$ cat src/rtl/pipe_ctrl_pkg.sv
// Shared pipeline-control types: controller states, zero-register id, hazard reason codes.
package pipe_ctrl_pkg;

   typedef enum logic [1:0] {
      RUN      = 2'd0,
      MD_BUSY  = 2'd1,
      MEM_WAIT = 2'd2
   } ctrl_state_t;

   localparam int unsigned REG_ZERO = 0;

   // Reason codes are also consumed by the forwarding unit, so keep the encoding stable.
   typedef enum logic [2:0] {
      HZ_NONE        = 3'd0,
      HZ_LOAD_USE    = 3'd1,
      HZ_BR_EX       = 3'd2,
      HZ_BR_MEM_LOAD = 3'd3,
      HZ_MD_BUSY     = 3'd4,
      HZ_MEM_WAIT    = 3'd5
   } hz_reason_t;

   function automatic logic is_id_bubble(input hz_reason_t r);
      return (r == HZ_LOAD_USE) || (r == HZ_BR_EX) || (r == HZ_BR_MEM_LOAD);
   endfunction

endpackage

$ cat src/rtl/md_busy_timer.sv
// MUL/DIV occupancy timer: load MD_LAT-1, count down, hold while frozen.
// Latency: busy the cycle after load; last is combinational on the final count.
// Backpressure: freeze holds the count and masks last.
module md_busy_timer #(
   parameter int MD_LAT = 4
) (
   input  logic clk,
   input  logic rst_n,
   input  logic load,
   input  logic freeze,
   output logic busy,
   output logic last
);

   logic [3:0] md_cnt;

   always_ff @(posedge clk or negedge rst_n) begin
      if (!rst_n) begin
         md_cnt <= 4'd0;
      end else if (!freeze) begin
         if (md_cnt != 4'd0) begin
            md_cnt <= md_cnt - 4'd1;
         end else if (load) begin
            md_cnt <= 4'(MD_LAT - 1);
         end
      end
   end

   assign busy = (md_cnt != 4'd0);
   assign last = (md_cnt == 4'd1) && !freeze;

endmodule

$ cat src/rtl/hazard_stall_ctrl.sv
// Stall/bubble controller for hazards forwarding cannot cover (load-use, branch, MUL/DIV, dmem wait).
// Latency: all enables combinational from state and match terms; no added release latency.
// Backpressure: memory wait freezes every stage; MUL/DIV drains older stages behind a bubble.
module hazard_stall_ctrl
   import pipe_ctrl_pkg::*;
#(
   parameter int REG_W  = 5,
   parameter int MD_LAT = 4,
   parameter int CNT_W  = 16
) (
   input  logic             clk,
   input  logic             rst_n,
   input  logic [REG_W-1:0] if_id_rs,
   input  logic [REG_W-1:0] if_id_rt,
   input  logic             id_uses_rt,
   input  logic             id_is_branch,
   input  logic [REG_W-1:0] id_ex_dst,
   input  logic             id_ex_regwrite,
   input  logic             id_ex_memread,
   input  logic [REG_W-1:0] ex_mem_dst,
   input  logic             ex_mem_regwrite,
   input  logic             ex_mem_memread,
   input  logic             ex_md_start,
   input  logic             dmem_req,
   input  logic             dmem_ready,
   output logic             pc_en,
   output logic             if_id_en,
   output logic             id_ex_en,
   output logic             id_ex_bubble,
   output logic             ex_mem_en,
   output logic             ex_mem_bubble,
   output logic             mem_wb_en,
   output logic             md_done,
   output logic [CNT_W-1:0] stall_cycles
);

   localparam logic [REG_W-1:0] DST_ZERO = REG_W'(REG_ZERO);

   ctrl_state_t state, state_nxt, eff_state;
   hz_reason_t  reason;

   logic mem_stall, ex_match, mem_match, md_busy, md_last, md_load;
   logic c_pc_en, c_if_id_en, c_id_ex_en, c_id_ex_bubble;
   logic c_ex_mem_en, c_ex_mem_bubble, c_mem_wb_en, c_md_done;

   assign mem_stall = dmem_req && !dmem_ready;

   // regwrite is active-low; r0 is never a real producer.
   assign ex_match  = !id_ex_regwrite && (id_ex_dst != DST_ZERO) &&
                      ((id_ex_dst == if_id_rs) || (id_uses_rt && (id_ex_dst == if_id_rt)));
   assign mem_match = !ex_mem_regwrite && (ex_mem_dst != DST_ZERO) &&
                      ((ex_mem_dst == if_id_rs) || (id_uses_rt && (ex_mem_dst == if_id_rt)));

   // Leaving MEM_WAIT behaves as the interrupted state in the same cycle.
   assign eff_state = (state == MEM_WAIT) ? (md_busy ? MD_BUSY : RUN) : state;

   always_comb begin
      reason = HZ_NONE;
      if (mem_stall) begin
         reason = HZ_MEM_WAIT;
      end else if (eff_state == MD_BUSY) begin
         reason = HZ_MD_BUSY;
      end else if (id_ex_memread && ex_match) begin
         reason = HZ_LOAD_USE;
      end else if (id_is_branch && ex_match) begin
         reason = HZ_BR_EX;
      end else if (id_is_branch && ex_mem_memread && mem_match) begin
         reason = HZ_BR_MEM_LOAD;
      end
   end

   always_ff @(posedge clk or negedge rst_n) begin
      if (!rst_n) begin
         state <= RUN;
      end else begin
         state <= state_nxt;
      end
   end

   always_comb begin
      state_nxt       = RUN;
      md_load         = 1'b0;
      c_pc_en         = 1'b1;
      c_if_id_en      = 1'b1;
      c_id_ex_en      = 1'b1;
      c_id_ex_bubble  = 1'b0;
      c_ex_mem_en     = 1'b1;
      c_ex_mem_bubble = 1'b0;
      c_mem_wb_en     = 1'b1;
      c_md_done       = 1'b0;
      case (reason)
         HZ_MEM_WAIT: begin
            state_nxt   = MEM_WAIT;
            c_pc_en     = 1'b0;
            c_if_id_en  = 1'b0;
            c_id_ex_en  = 1'b0;
            c_ex_mem_en = 1'b0;
            c_mem_wb_en = 1'b0;
         end
         HZ_MD_BUSY: begin
            state_nxt       = md_last ? RUN : MD_BUSY;
            c_pc_en         = 1'b0;
            c_if_id_en      = 1'b0;
            c_id_ex_en      = 1'b0;
            c_ex_mem_bubble = 1'b1;
            c_md_done       = md_last;
         end
         default: begin
            if (is_id_bubble(reason)) begin
               c_pc_en        = 1'b0;
               c_if_id_en     = 1'b0;
               c_id_ex_bubble = 1'b1;
            end
            if (ex_md_start) begin
               md_load   = 1'b1;
               state_nxt = MD_BUSY;
            end
         end
      endcase
   end

   md_busy_timer #(
      .MD_LAT (MD_LAT)
   ) u_md_timer (
      .clk    (clk),
      .rst_n  (rst_n),
      .load   (md_load),
      .freeze (mem_stall),
      .busy   (md_busy),
      .last   (md_last)
   );

   // Reset overrides outputs only, so no flop sees rst_n as data.
   assign pc_en         = rst_n && c_pc_en;
   assign if_id_en      = rst_n && c_if_id_en;
   assign id_ex_en      = rst_n && c_id_ex_en;
   assign id_ex_bubble  = !rst_n || c_id_ex_bubble;
   assign ex_mem_en     = rst_n && c_ex_mem_en;
   assign ex_mem_bubble = !rst_n || c_ex_mem_bubble;
   assign mem_wb_en     = rst_n && c_mem_wb_en;
   assign md_done       = rst_n && c_md_done;

   always_ff @(posedge clk or negedge rst_n) begin
      if (!rst_n) begin
         stall_cycles <= '0;
      end else if (!c_pc_en && (stall_cycles != {CNT_W{1'b1}})) begin
         stall_cycles <= stall_cycles + CNT_W'(1);
      end
   end

endmodule

$ cat config.mk
export PLATFORM = sky130hd
export DESIGN_NAME = hazard_stall_ctrl
export DESIGN_NICKNAME = d
export VERILOG_FILES = /design/src/rtl/pipe_ctrl_pkg.sv /design/src/rtl/md_busy_timer.sv /design/src/rtl/hazard_stall_ctrl.sv
export SDC_FILE = /design/constraint.sdc
export NUM_CORES = 1
export LEC_CHECK = 0
export CORE_ASPECT_RATIO = 1.4
export CORE_MARGIN = 2
export CORE_UTILIZATION = 36
export CTS_CLUSTER_SIZE = 14
export DETAILED_ROUTE_END_ITERATION = 10
export PLACE_DENSITY = 0.67
export SLEW_MARGIN = 20
export SYNTH_ARGS = -nofsm -noshare
export SYNTH_HDL_FRONTEND = slang
export SYNTH_SLANG_ARGS = --single-unit
$ cat constraint.sdc
create_clock -name clk -period 3.4 [get_ports clk]
set_clock_uncertainty 0.05 [all_clocks]
set_input_delay 0.34 -clock clk [delete_from_list [all_inputs] [get_ports clk]]
set_output_delay 0.34 -clock clk [all_outputs]
set_load 0.02 [all_outputs]
==> results of run 1 <==
==> registers in the layout, summed over array words and instances (netlist names) <==
register / cells
u_md_timer.md_cnt: 4
stall_cycles: 16
state: 2
==> cell type report <==
type,instances,area share
clock buffers,4,0.0258
flip-flops and latches,22,0.258
well taps,43,0.0252
multi-input cells,122,0.419
repair buffers,57,0.264
inverters,5,0.00879
==> worst max-delay path: cells and delay by family, from the launching register on <==
| family | cells | cell delay [ns] |
|---|---|---|
| and+or+nand+nor | 3 | 0.71 |
| adders and majority gates | 1 | 0.20 |
| DFF | 1 | 0.38 |
| buffers and inverters | 2 | 0.71 |
| AOI/OAI and AO/OA | 2 | 0.43 |
==> cell usage in the layout, fill, tap and decap left out, types with 2 or more instances in the layout <==
cell and n:
sky130_fd_sc_hd__a211oi_1 2, sky130_fd_sc_hd__a21oi_1 4, sky130_fd_sc_hd__and2_1 4, sky130_fd_sc_hd__and4_1 2, sky130_fd_sc_hd__buf_4 3, sky130_fd_sc_hd__clkbuf_8 4, sky130_fd_sc_hd__clkdlybuf4s50_1 54, sky130_fd_sc_hd__dfrtp_1 22
sky130_fd_sc_hd__ha_1 3, sky130_fd_sc_hd__inv_1 5, sky130_fd_sc_hd__mux2_4 3, sky130_fd_sc_hd__nand2_1 16, sky130_fd_sc_hd__nand2b_1 2, sky130_fd_sc_hd__nand3_1 6, sky130_fd_sc_hd__nand4_1 2, sky130_fd_sc_hd__nor2_1 8
sky130_fd_sc_hd__nor2b_1 3, sky130_fd_sc_hd__nor3_1 8, sky130_fd_sc_hd__nor3_2 2, sky130_fd_sc_hd__nor4_2 4, sky130_fd_sc_hd__nor4b_1 3, sky130_fd_sc_hd__o21ai_0 3, sky130_fd_sc_hd__o22ai_1 2, sky130_fd_sc_hd__xnor2_1 20
sky130_fd_sc_hd__xor2_1 11
==> how the worst max path moves through the flow <==
stage / endpoint / slack (ns) / start
finish: if_id_en / 0.31 / u_md_timer.md_cnt[1]
global route: if_id_en / 0.15 / u_md_timer.md_cnt[0]
CTS: if_id_en / 0.28 / u_md_timer.md_cnt[1]
detailed placement: if_id_en / 0.57 / ex_mem_dst[0]
global placement: if_id_en / 0.60 / u_md_timer.md_cnt[0]
floorplan: pc_en / 0.74 / u_md_timer.md_cnt[0]
==> power groups by stage <==
stage	registers (mW)	logic, mW	clock network [mW]
4_1_cts	0.460	0.666	0.193
3_3_place_gp	0.458	0.651	0
3_5_place_dp	0.461	0.662	0
2_1_floorplan	0.524	0.329	0
6_report	0.461	0.659	0.187
5_1_grt	0.474	0.716	0.208
==> per-stage QoR <==
stage	utilization	cell area (sq um)
after floorplan	-	1500
after global placement	0.526	2080
after detailed placement	0.526	2080
after CTS	0.540	2140
after global routing	0.540	2140
final	0.540	2140
==> kinds of logic after synthesis <==
family / after synthesis / synth area share
multiplexers: 4 / 0.0368
AND/OR/NAND/NOR: 67 / 0.264
adder cells (fa/ha/maj): 3 / 0.0251
flip-flops: 22 / 0.368
XOR/XNOR: 31 / 0.182
AO/OA/AOI/OAI: 17 / 0.0904
buffers and inverters: 9 / 0.0335
==> routing by layer <==
layer	vias up	track usage
li1	645	-
met1	593	0.206
met2	57	0.279
met4	0	0.0372
met3	4	0.0322
met5	-	0
==> tab_implementation.tex, run 1 <==
\begin{tabular}{lr}
\hline
Metric & Value \\
\hline
\multicolumn{2}{l}{\textbf{Worst setup path}} \\
\quad Depth of the worst register-to-register path & 9 \\
\quad R2R setup slack & 0.92 ns \\
\quad Required @ worst endpoint & 3.01 ns \\
\quad Data arrival time at the worst-slack endpoint & 2.70 ns \\
\quad Critical path capture point type & primary output \\
\quad Reg-to-Reg Start & u\_md\_timer.md\_cnt[1] \\
\quad Worst Setup Path Type & flop to primary output \\
\quad Crit Reg-Reg Endpoint & stall\_cycles[1] \\
\quad Maximum single-stage delay on the critical path & 0.61 ns \\
\quad Startpoint Class & flop \\
\quad Worst-path cell chain & inv\_1 > ha\_1 > or3b\_4 > a21oi\_4 > nand2\_2 > a221oi\_4 > and2\_1 > clkdlybuf4s50\_1 \\
\quad Slowest-stage cell, CP & sky130\_fd\_sc\_hd\_\_clkdlybuf4s50\_1 \\
\quad CP Max Fanout & 7 \\
\multicolumn{2}{l}{\textbf{Power and ir drop}} \\
\quad Proportion of total power due to net switching & 0.395 \\
\quad Share of total power in combinational logic & 0.504 \\
\quad P per Cell Area & 612 nW/um\^{}2 \\
\quad Switching power of the nets & 0.516 mW \\
\quad LEAKAGE & 0.826 nW \\
\quad Design internal power & 0.790 mW \\
\quad Sum of internal, switching and leakage power & 1.31 mW \\
\quad Part of the total power dissipated in sequential elements & 0.353 \\
\quad Worst voltage drop across the vdd grid & 0.542 mV \\
\quad Share of power burned in the clock network & 0.143 \\
\multicolumn{2}{l}{\textbf{Yosys}} \\
\quad Top\_reg\_cell synth & sky130\_fd\_sc\_hd\_\_dfrtp\_1 \\
\quad Area of the mapped netlist & 1500 sq um \\
\quad Synth area leader & sky130\_fd\_sc\_hd\_\_dfrtp\_1 \\
\quad Most frequent cell after synthesis & sky130\_fd\_sc\_hd\_\_dfrtp\_1 \\
\quad Nets in the synthesized netlist & 187 \\
\quad Number of distinct library cells after synthesis & 39 \\
\quad Asr flop ratio synth & 1.00 \\
\quad Syn\_area\_per\_cell & 9.77 sq um \\
\quad Cell types occupying the most area after synthesis & sky130\_fd\_sc\_hd\_\_dfrtp\_1 37\%, sky130\_fd\_sc\_hd\_\_xnor2\_1 12\%, sky130\_fd\_sc\_hd\_\_xor2\_1 6.4\% \\
\quad Synth warn & 0 \\
\quad Number of cells produced by synthesis & 153 \\
\quad Share of the yosys chip area belonging to registers & 0.368 \\
\quad Register bit count reported by yosys & 22 \\
\quad Cell types with the highest counts after synthesis & 22 x sky130\_fd\_sc\_hd\_\_dfrtp\_1, 20 x sky130\_fd\_sc\_hd\_\_xnor2\_1, 16 x sky130\_fd\_sc\_hd\_\_nand2\_1, 11 x sky130\_fd\_sc\_hd\_\_xor2\_1 \\
\quad Post-synth top area share & 0.368 \\
\quad Number of synthesized flops with an enable pin & 0 \\
\multicolumn{2}{l}{\textbf{Final layout}} \\
\quad Proportion of layout cells with a drive suffix above 1 & 0.100 \\
\quad Number of antenna cells inserted & 0 \\
\quad Syn-to-layout area delta & 42.8\% \\
\quad Area of all sequential standard cells & 551 sq um \\
\quad Final Net Count & 245 \\
\quad Count of filler cells inserted in the layout & 376 \\
\quad Filler-free cell count of the finished design & 253 \\
\quad Combined area of the multi-input logic cells & 895 sq um \\
\multicolumn{2}{l}{\textbf{Floorplanning}} \\
\quad Core Box Area & 3950 sq um \\
\quad Total I/O pin count & 55 \\
\quad Starting density of the core & 0.378 \\
\quad Area enclosed by the die boundary & 4690 sq um \\
\quad Standard-cell row count & 27 \\
\quad Horizontal die dimension & 58.5 um \\
\quad DIE HEIGHT & 80.3 um \\
\multicolumn{2}{l}{\textbf{STA}} \\
\quad Fmax & 324 MHz \\
\quad Setup TNS after final layout & 0 ns \\
\quad Setup violators final & 0 \\
\quad Time the worst path needs with I/O delays and setup & 3.09 ns \\
\quad Max transition margin & 0.668 \\
\quad Final Slew Violations & 0 \\
\quad Unrepaired setup endpoints after global routing & false \\
\quad Worst hold slack after final layout & 0.419 ns \\
\quad Tcrit/Tclk final & 0.909 \\
\quad Worst slew pin tran & 0.494 ns \\
\quad Min setup slack post-route & 0.311 ns \\
\quad Final hold violation count & 0 \\
\multicolumn{2}{l}{\textbf{Routing}} \\
\quad Drc violations & 0 \\
\quad Initial detailed-routing violation count & 53 \\
\quad Met2 routed wirelength & 1670 um \\
\quad Met1 routed wirelength after detailed routing & 1600 um \\
\quad Number of vias after detailed routing & 1299 \\
\quad Detailed-routing iteration count for the pre-antenna-repair pass & 4 \\
\quad Wire length on met3 & 311 um \\
\quad Mean routed wirelength per cell & 14.3 um \\
\quad Number of vias per cell & 5.13 \\
\quad Final WL & 3610 um \\
\quad Highest metal used & met4 \\
\quad Routed Antenna Nets & 0 \\
\multicolumn{2}{l}{\textbf{CTS}} \\
\quad CTS Buf Count & 3 \\
\quad CTS root buf & sky130\_fd\_sc\_hd\_\_clkbuf\_8 \\
\quad Clock Tree Buf Depth & 2 \\
\quad Total clock sinks & 22 \\
\quad Post-CTS Hold Buffers & 0 \\
\quad Clock latency at the later pin of the worst-skew pair & 0.26 ns \\
\quad Deepest level of the CTS H-tree & 1 \\
\quad Clock slew at reported path FFs & 0.08 ns \\
\quad Post-CTS Resized & 0 \\
\quad Buffers inserted during post-CTS setup optimization & 0 \\
\quad CTS tree & yes \\
\multicolumn{2}{l}{\textbf{Placed design}} \\
\quad RD Place Congestion & 0.833 \\
\quad Worst setup slack before clock tree synthesis & 0.573 ns \\
\quad HPWL after DPL & 2790 um \\
\quad Placed Instances & 249 \\
\quad Quantity of I/O buffers inserted on ports & 54 \\
\multicolumn{2}{l}{\textbf{GRT}} \\
\quad Pin count of the biggest net entering global routing & 26 \\
\quad Antenna violations before repair & 0 \\
\quad Total congestion overflow after global routing & 0 \\
\quad Vias in the first global route & 1407 \\
\quad First-pass GRT wire length & 6070 um \\
\quad Overall Global Routing Usage & 0.162 \\
\multicolumn{2}{l}{\textbf{Flow run}} \\
\quad MaxCap Viol Count & 0 \\
\multicolumn{2}{l}{\textbf{Hold path}} \\
\quad Path class of the lowest-slack min-delay path & input pin to async pin \\
\multicolumn{2}{l}{\textbf{Run status}} \\
\quad Run status & finished, final reports clean \\
\hline
\end{tabular}
Power figures use the tool's default switching activity.
==> run 2: changes to the inputs <==
--- a/config.mk
+++ b/config.mk
@@ -6,7 +6,6 @@
 export NUM_CORES = 1
 export LEC_CHECK = 0
 export CORE_ASPECT_RATIO = 1.4
-export CORE_MARGIN = 2
 export CORE_UTILIZATION = 36
 export CTS_CLUSTER_SIZE = 14
 export DETAILED_ROUTE_END_ITERATION = 10
==> tab_implementation.tex, run 2 (synthesis results as in run 1) <==
\begin{tabular}{lr}
\hline
Metric & Value \\
\hline
\multicolumn{2}{l}{\textbf{Worst setup path}} \\
\quad CP Max Fanout & 7 (unchanged) \\
\quad Worst-path cell chain & inv\_1 > ha\_1 > or3b\_4 > a21oi\_4 > nand2\_2 > a221oi\_4 > and2\_1 > clkdlybuf4s50\_1 \\
\quad Reg-to-Reg Start & u\_md\_timer.md\_cnt[0] \\
\quad Required @ worst endpoint & 3.01 ns (about the same) \\
\quad Number of buffer and inverter instances along the worst setup path & 2 (unchanged) \\
\quad Slowest-stage cell, CP & sky130\_fd\_sc\_hd\_\_clkdlybuf4s50\_1 \\
\quad Data arrival time at the worst-slack endpoint & 2.73 ns (+0.03 ns) \\
\quad Maximum single-stage delay on the critical path & 0.61 ns (about the same) \\
\quad Cell type group with the largest total delay on the critical path & simple AND/OR/NAND/NOR gates \\
\quad Startpoint Class & flop \\
\quad Crit Reg-Reg Endpoint & stall\_cycles[1] \\
\quad R2R setup slack & 0.90 ns (-0.02 ns) \\
\quad Worst Setup Path Type & flop to primary output \\
\quad Critical path capture point type & primary output \\
\quad Depth of the worst register-to-register path & 9 (unchanged) \\
\multicolumn{2}{l}{\textbf{Power and ir drop}} \\
\quad Design internal power & 0.844 mW (+6.9\%) \\
\quad P per Cell Area & 634 nW/um\^{}2 (+3.7\%) \\
\quad Worst voltage drop across the vdd grid & 0.500 mV (-7.8\%) \\
\quad Share of power burned in the clock network & 0.178 (+0.035) \\
\quad Part of the total power dissipated in sequential elements & 0.339 (-0.014) \\
\quad Share of total power in combinational logic & 0.483 (-0.021) \\
\quad Sum of internal, switching and leakage power & 1.37 mW (+4.5\%) \\
\quad Proportion of total power due to net switching & 0.382 (-0.0136) \\
\quad Switching power of the nets & 0.521 mW (+0.92\%) \\
\quad LEAKAGE & 0.833 nW (+0.84\%) \\
\multicolumn{2}{l}{\textbf{STA}} \\
\quad Max transition margin & 0.693 (+0.0247) \\
\quad Time the worst path needs with I/O delays and setup & 3.12 ns (+0.0282 ns) \\
\quad Setup violators final & 0 (unchanged) \\
\quad Unrepaired setup endpoints after global routing & false \\
\quad Worst slew pin tran & 0.458 ns (-0.0368 ns) \\
\quad Setup TNS after final layout & 0 ns (unchanged) \\
\quad Tcrit/Tclk final & 0.917 (+0.00828) \\
\quad Final hold violation count & 0 (unchanged) \\
\quad Fmax & 321 MHz (-0.90\%) \\
\quad Min setup slack post-route & 0.282 ns (-0.0282 ns) \\
\quad Final Slew Violations & 0 (unchanged) \\
\multicolumn{2}{l}{\textbf{Final layout}} \\
\quad Combined area of the multi-input logic cells & 895 sq um (unchanged) \\
\quad Number of flip-flops under the largest register name & 16 (unchanged) \\
\quad Filler-free cell count of the finished design & 253 (unchanged) \\
\quad Leading cell type in the layout, fill and taps excluded & sky130\_fd\_sc\_hd\_\_clkdlybuf4s50\_1 \\
\quad Final Net Count & 245 (unchanged) \\
\quad Syn-to-layout area delta & 43.9\% \\
\quad Number of antenna cells inserted & 0 (unchanged) \\
\quad Largest registers & stall\_cycles: 16 flops, u\_md\_timer.md\_cnt: 4 flops, state: 2 flops \\
\quad Area of all sequential standard cells & 551 sq um (unchanged) \\
\quad Largest register by flop count & stall\_cycles \\
\quad Proportion of layout cells with a drive suffix above 1 & 0.100 (unchanged) \\
\quad Most used cells in the layout excluding fill and tap cells & 54 x sky130\_fd\_sc\_hd\_\_clkdlybuf4s50\_1, 22 x sky130\_fd\_sc\_hd\_\_dfrtp\_1, 20 x sky130\_fd\_sc\_hd\_\_xnor2\_1 \\
\quad Count of filler cells inserted in the layout & 361 (-4.0\%) \\
\multicolumn{2}{l}{\textbf{Flow run}} \\
\quad MaxCap Viol Count & 0 (unchanged) \\
\multicolumn{2}{l}{\textbf{CTS}} \\
\quad Post-CTS Resized & 0 (unchanged) \\
\quad CTS Buf Count & 3 (unchanged) \\
\quad CTS root buf & sky130\_fd\_sc\_hd\_\_clkbuf\_8 \\
\quad Clock slew at reported path FFs & 0.08 ns (about the same) \\
\quad CTS tree & yes \\
\quad Post-CTS Hold Buffers & 0 (unchanged) \\
\quad Deepest level of the CTS H-tree & 1 (unchanged) \\
\quad Clock Tree Buf Depth & 2 (unchanged) \\
\quad Total clock sinks & 22 (unchanged) \\
\quad Buffers inserted during post-CTS setup optimization & 0 (unchanged) \\
\quad Clock latency at the later pin of the worst-skew pair & 0.26 ns (about the same) \\
\multicolumn{2}{l}{\textbf{Floorplanning}} \\
\quad Area enclosed by the die boundary & 4420 sq um (-5.8\%) \\
\quad Horizontal die dimension & 56.5 um (-3.4\%) \\
\quad Core Box Area & 3950 sq um (unchanged) \\
\quad Starting density of the core & 0.378 (unchanged) \\
\quad Standard-cell row count & 27 (unchanged) \\
\quad Total I/O pin count & 55 (unchanged) \\
\quad DIE HEIGHT & 78.3 um (-2.5\%) \\
\multicolumn{2}{l}{\textbf{Routing}} \\
\quad Drc violations & 0 (unchanged) \\
\quad Wire length on met3 & 240 um (-23\%) \\
\quad Mean routed wirelength per cell & 14.1 um (-1.3\%) \\
\quad Highest metal used & met4 \\
\quad Met2 routed wirelength & 1750 um (+4.6\%) \\
\quad Number of vias per cell & 5.14 (about the same) \\
\quad Initial detailed-routing violation count & 33 (-38\%) \\
\quad Met1 routed wirelength after detailed routing & 1570 um (-1.9\%) \\
\quad Final WL & 3570 um (-1.3\%) \\
\quad Routed Antenna Nets & 0 (unchanged) \\
\quad Number of vias after detailed routing & 1300 (+0.077\%) \\
\quad Detailed-routing iteration count for the pre-antenna-repair pass & 6 (+2) \\
\multicolumn{2}{l}{\textbf{Placed design}} \\
\quad HPWL after DPL & 2820 um (+0.93\%) \\
\quad Quantity of I/O buffers inserted on ports & 54 (unchanged) \\
\quad RD Place Congestion & 0.855 (+2.6\%) \\
\quad Worst setup slack before clock tree synthesis & 0.556 ns (-0.0165 ns) \\
\quad Placed Instances & 249 (unchanged) \\
\multicolumn{2}{l}{\textbf{GRT}} \\
\quad Total congestion overflow after global routing & 0 (unchanged) \\
\quad Pin count of the biggest net entering global routing & 26 (unchanged) \\
\quad Vias in the first global route & 1292 (-8.2\%) \\
\quad First-pass GRT wire length & 5780 um (-4.7\%) \\
\quad Overall Global Routing Usage & 0.161 (-0.000971) \\
\quad Antenna violations before repair & 0 (unchanged) \\
\multicolumn{2}{l}{\textbf{Hold path}} \\
\quad Path class of the lowest-slack min-delay path & input pin to async pin \\
\multicolumn{2}{l}{\textbf{Run status}} \\
\quad Run status & finished, final reports clean \\
\hline
\end{tabular}
## run 2: area by class of cell
type	instances	share of cell area
inverters	5	0.00872
clock inverters	1	0.0140
well taps	43	0.0250
multi-input cells	122	0.416
flip-flops and latches	22	0.256
repair buffers	57	0.262
clock buffers	3	0.0192
## run 2: how the worst max path moves through the flow
stage / start / endpoint / slack [ns] / depth (start not counted)
after floorplan: u_md_timer.md_cnt[0] / pc_en / 0.74 / 9
after detailed placement: u_md_timer.md_cnt[0] / if_id_en / 0.56 / 8
after global placement: u_md_timer.md_cnt[0] / if_id_en / 0.60 / 8
after CTS: u_md_timer.md_cnt[0] / if_id_en / 0.25 / 8
after global routing: u_md_timer.md_cnt[0] / if_id_en / 0.13 / 8
final: u_md_timer.md_cnt[0] / if_id_en / 0.28 / 8
## run 2: power groups by stage
stage	clock [mW]	combinational, mW	sequential (mW)
floorplan	0	0.329	0.524
global placement	0	0.650	0.457
detailed placement	0	0.662	0.466
CTS	0.247	0.667	0.464
global route	0.263	0.711	0.479
finish	0.242	0.660	0.463
## run 2: per-layer routing
layer | vias to the layer above | GRT usage
met5 | - | 0
met4 | 0 | 0.0317
met3 | 2 | 0.0297
met2 | 51 | 0.299
met1 | 599 | 0.191
li1 | 648 | -
## run 2: per-stage QoR
stage | util | hold slack (ns) | instance area, sq um
global route | 0.544 | 0.455 | 2150
CTS | 0.544 | 0.448 | 2150
global placement | 0.526 | 0.426 | 2080
floorplan | - | -0.00559 | 1500
detailed placement | 0.526 | 0.433 | 2080
finish | 0.544 | 0.439 | 2150
==> variant, RTL diff (flow settings as in run 2) <==
The 3 states of `ctrl_state_t` get a one-hot encoding in 3 bits.
--- a/src/rtl/pipe_ctrl_pkg.sv
+++ b/src/rtl/pipe_ctrl_pkg.sv
@@ -1,10 +1,10 @@
 // Shared pipeline-control types: controller states, zero-register id, hazard reason codes.
 package pipe_ctrl_pkg;
 
-   typedef enum logic [1:0] {
-      RUN      = 2'd0,
-      MD_BUSY  = 2'd1,
-      MEM_WAIT = 2'd2
+   typedef enum logic [2:0] {
+      RUN      = 3'b001,
+      MD_BUSY  = 3'b010,
+      MEM_WAIT = 3'b100
    } ctrl_state_t;
 
    localparam int unsigned REG_ZERO = 0;
Check against the original RTL: no difference found for any inputs over 10 cycles, from zero or initial values and one cycle with rst_n low; not proved beyond that.
==> variant against run 2 <==
The flow now finishes with violations (design-rule violations). Setup slack improved by 0.22 ns. Sequential power rose by 2%. Routed wire length rose by 6.0%. Sequential cell count rose by 1. Largest cell class unchanged. Synthesized area rose by 1.6%. Die area rose by 1.5%. Highest routed layer unchanged. Final cell count rose by 0.40%. Worst hold slack improved by 0.0089 ns. Total power fell by 10%. Non-clock buffer count fell by 2. Final area fell by 0.93%.
==> variant: results (changes against run 2) <==
p_comb_w: 0.000584  # was 0.000660 W
grt_usage: 0.173  # was 0.161
vias: 1354  # was 1300
vdd_drop_max_v: 0.000437  # was 0.000500 V
crit_end: "pc_en"  # was if_id_en
slew-limit-headroom: 0.539  # was 0.693
dp_hpwl_um: 2880  # was 2820 um
synth_area_leaders: "dfrtp_1 (36%), xnor2_1 (12%), xor2_1 (8.1%)"  # was dfrtp_1 (37%), xnor2_1 (12%), xor2_1 (6.4%)
synth_common_cells: "dfrtp_1 (22), xnor2_1 (21), nand2_1 (14), xor2_1 (14), nand3_1 (11)"  # was dfrtp_1 (22), xnor2_1 (20), nand2_1 (16)
pwr-share-seq: 0.387  # was 0.339
wl_um: 3780  # was 3570 um
synth_nets: 190  # was 187
drc: 14  # was 0
p_int_w: 0.000745  # was 0.000844 W
hold_path.class: "flop to flop"  # was input pin to asynchronous set/reset pin
reg.largest.list: "stall_cycles: 16 flops, u_md_timer.md_cnt: 4 flops, state: 3 flops"  # was stall_cycles: 16 flops, u_md_timer.md_cnt: 4 flops, state: 2 flops
io_buffers: 54  # unchanged
grtUsageMet3: 0.0114  # was 0.0297
synth-seq-area-share: 0.380  # was 0.368
synthCells: 156  # was 153
leakage_nw: 0.834  # was 0.833 nW
status: "finished, violations left"  # was finished clean
cp.arrival_ns: 2.51  # was 2.73 ns
gp_congestion: 0.903  # was 0.855
use_met1: 0.200  # was 0.191
drive_gt1_frac: 0.0711  # was 0.100
power_density_nw_per_um2: 575  # was 634 nW/um^2
viasPerCell: 5.33  # was 5.14
layout.nets: 246  # was 245
violations: "design-rule violations"
ys_types: 39  # unchanged
drt_iter0_markers: 49  # was 33
dpl_cell_area_um2: 2090  # was 2080 um^2
grt_pass1_wl_um: 6180  # was 5780 um
reg2reg_depth: 8  # was 9
ys_async_sr_fraction: 1.00  # unchanged
post-route-min-period_ns: 2.90  # was 3.12 ns
gr-usage-met2: 0.314  # was 0.299
cp_max_fo: 5  # was 7
-- variant: cell count changes in the layout (fill, tap and decap cells not counted), sizes merged, moves of 2 or more --
cell,change
nand4,+2
buf,-2
mux2,-2
and2,-3
a21oi,-3
nand2,-3
xor2,+3
nand3,+5
-- variant: cell families (layout without fill, tap and decap cells) --
family | after synthesis | after routing | synth area share
buf+inv | 9 | 64 | 0.0346
fa+ha+maj | 3 | 3 | 0.0247
mux | 2 | 2 | 0.0140
xor+xnor | 35 | 35 | 0.202
flops | 23 | 23 | 0.380
compound gates | 14 | 14 | 0.0906
simple gates | 70 | 70 | 0.255
-- variant: metal layers --
metal  wire (um)  vias to the layer above
li1            -                      657
met1        1550                      643
met5           0                        -
met2        1900                       44
met4         130                        0
met3         203                       10
-- variant: stage by stage --
| step | utilization | hold slack, ns |
|---|---|---|
| after floorplan | - | -0.00559 |
| after global placement | 0.524 | 0.423 |
| after detailed placement | 0.524 | 0.436 |
| after CTS | 0.535 | 0.452 |
| after global routing | 0.535 | 0.474 |
| final | 0.535 | 0.448 |
-- variant: final cells by class --
cell class / instances / area [um^2]
clock buffers: 4 / 45.0
fillers: 367 / 1850
inverters: 5 / 18.8
multi-input cells: 124 / 890
flip-flops and latches: 23 / 577
well taps: 43 / 53.8
repair buffers: 55 / 548
-- variant: worst max-delay path, cell delays in order (launching register included) --
cell	delay [ns]
dfrtp_1	0.42
inv_1	0.07
ha_1	0.18
or3b_4	0.41
a21oi_2	0.18
nor2_1	0.10
nor3_1	0.24
clkdlybuf4s50_1	0.65
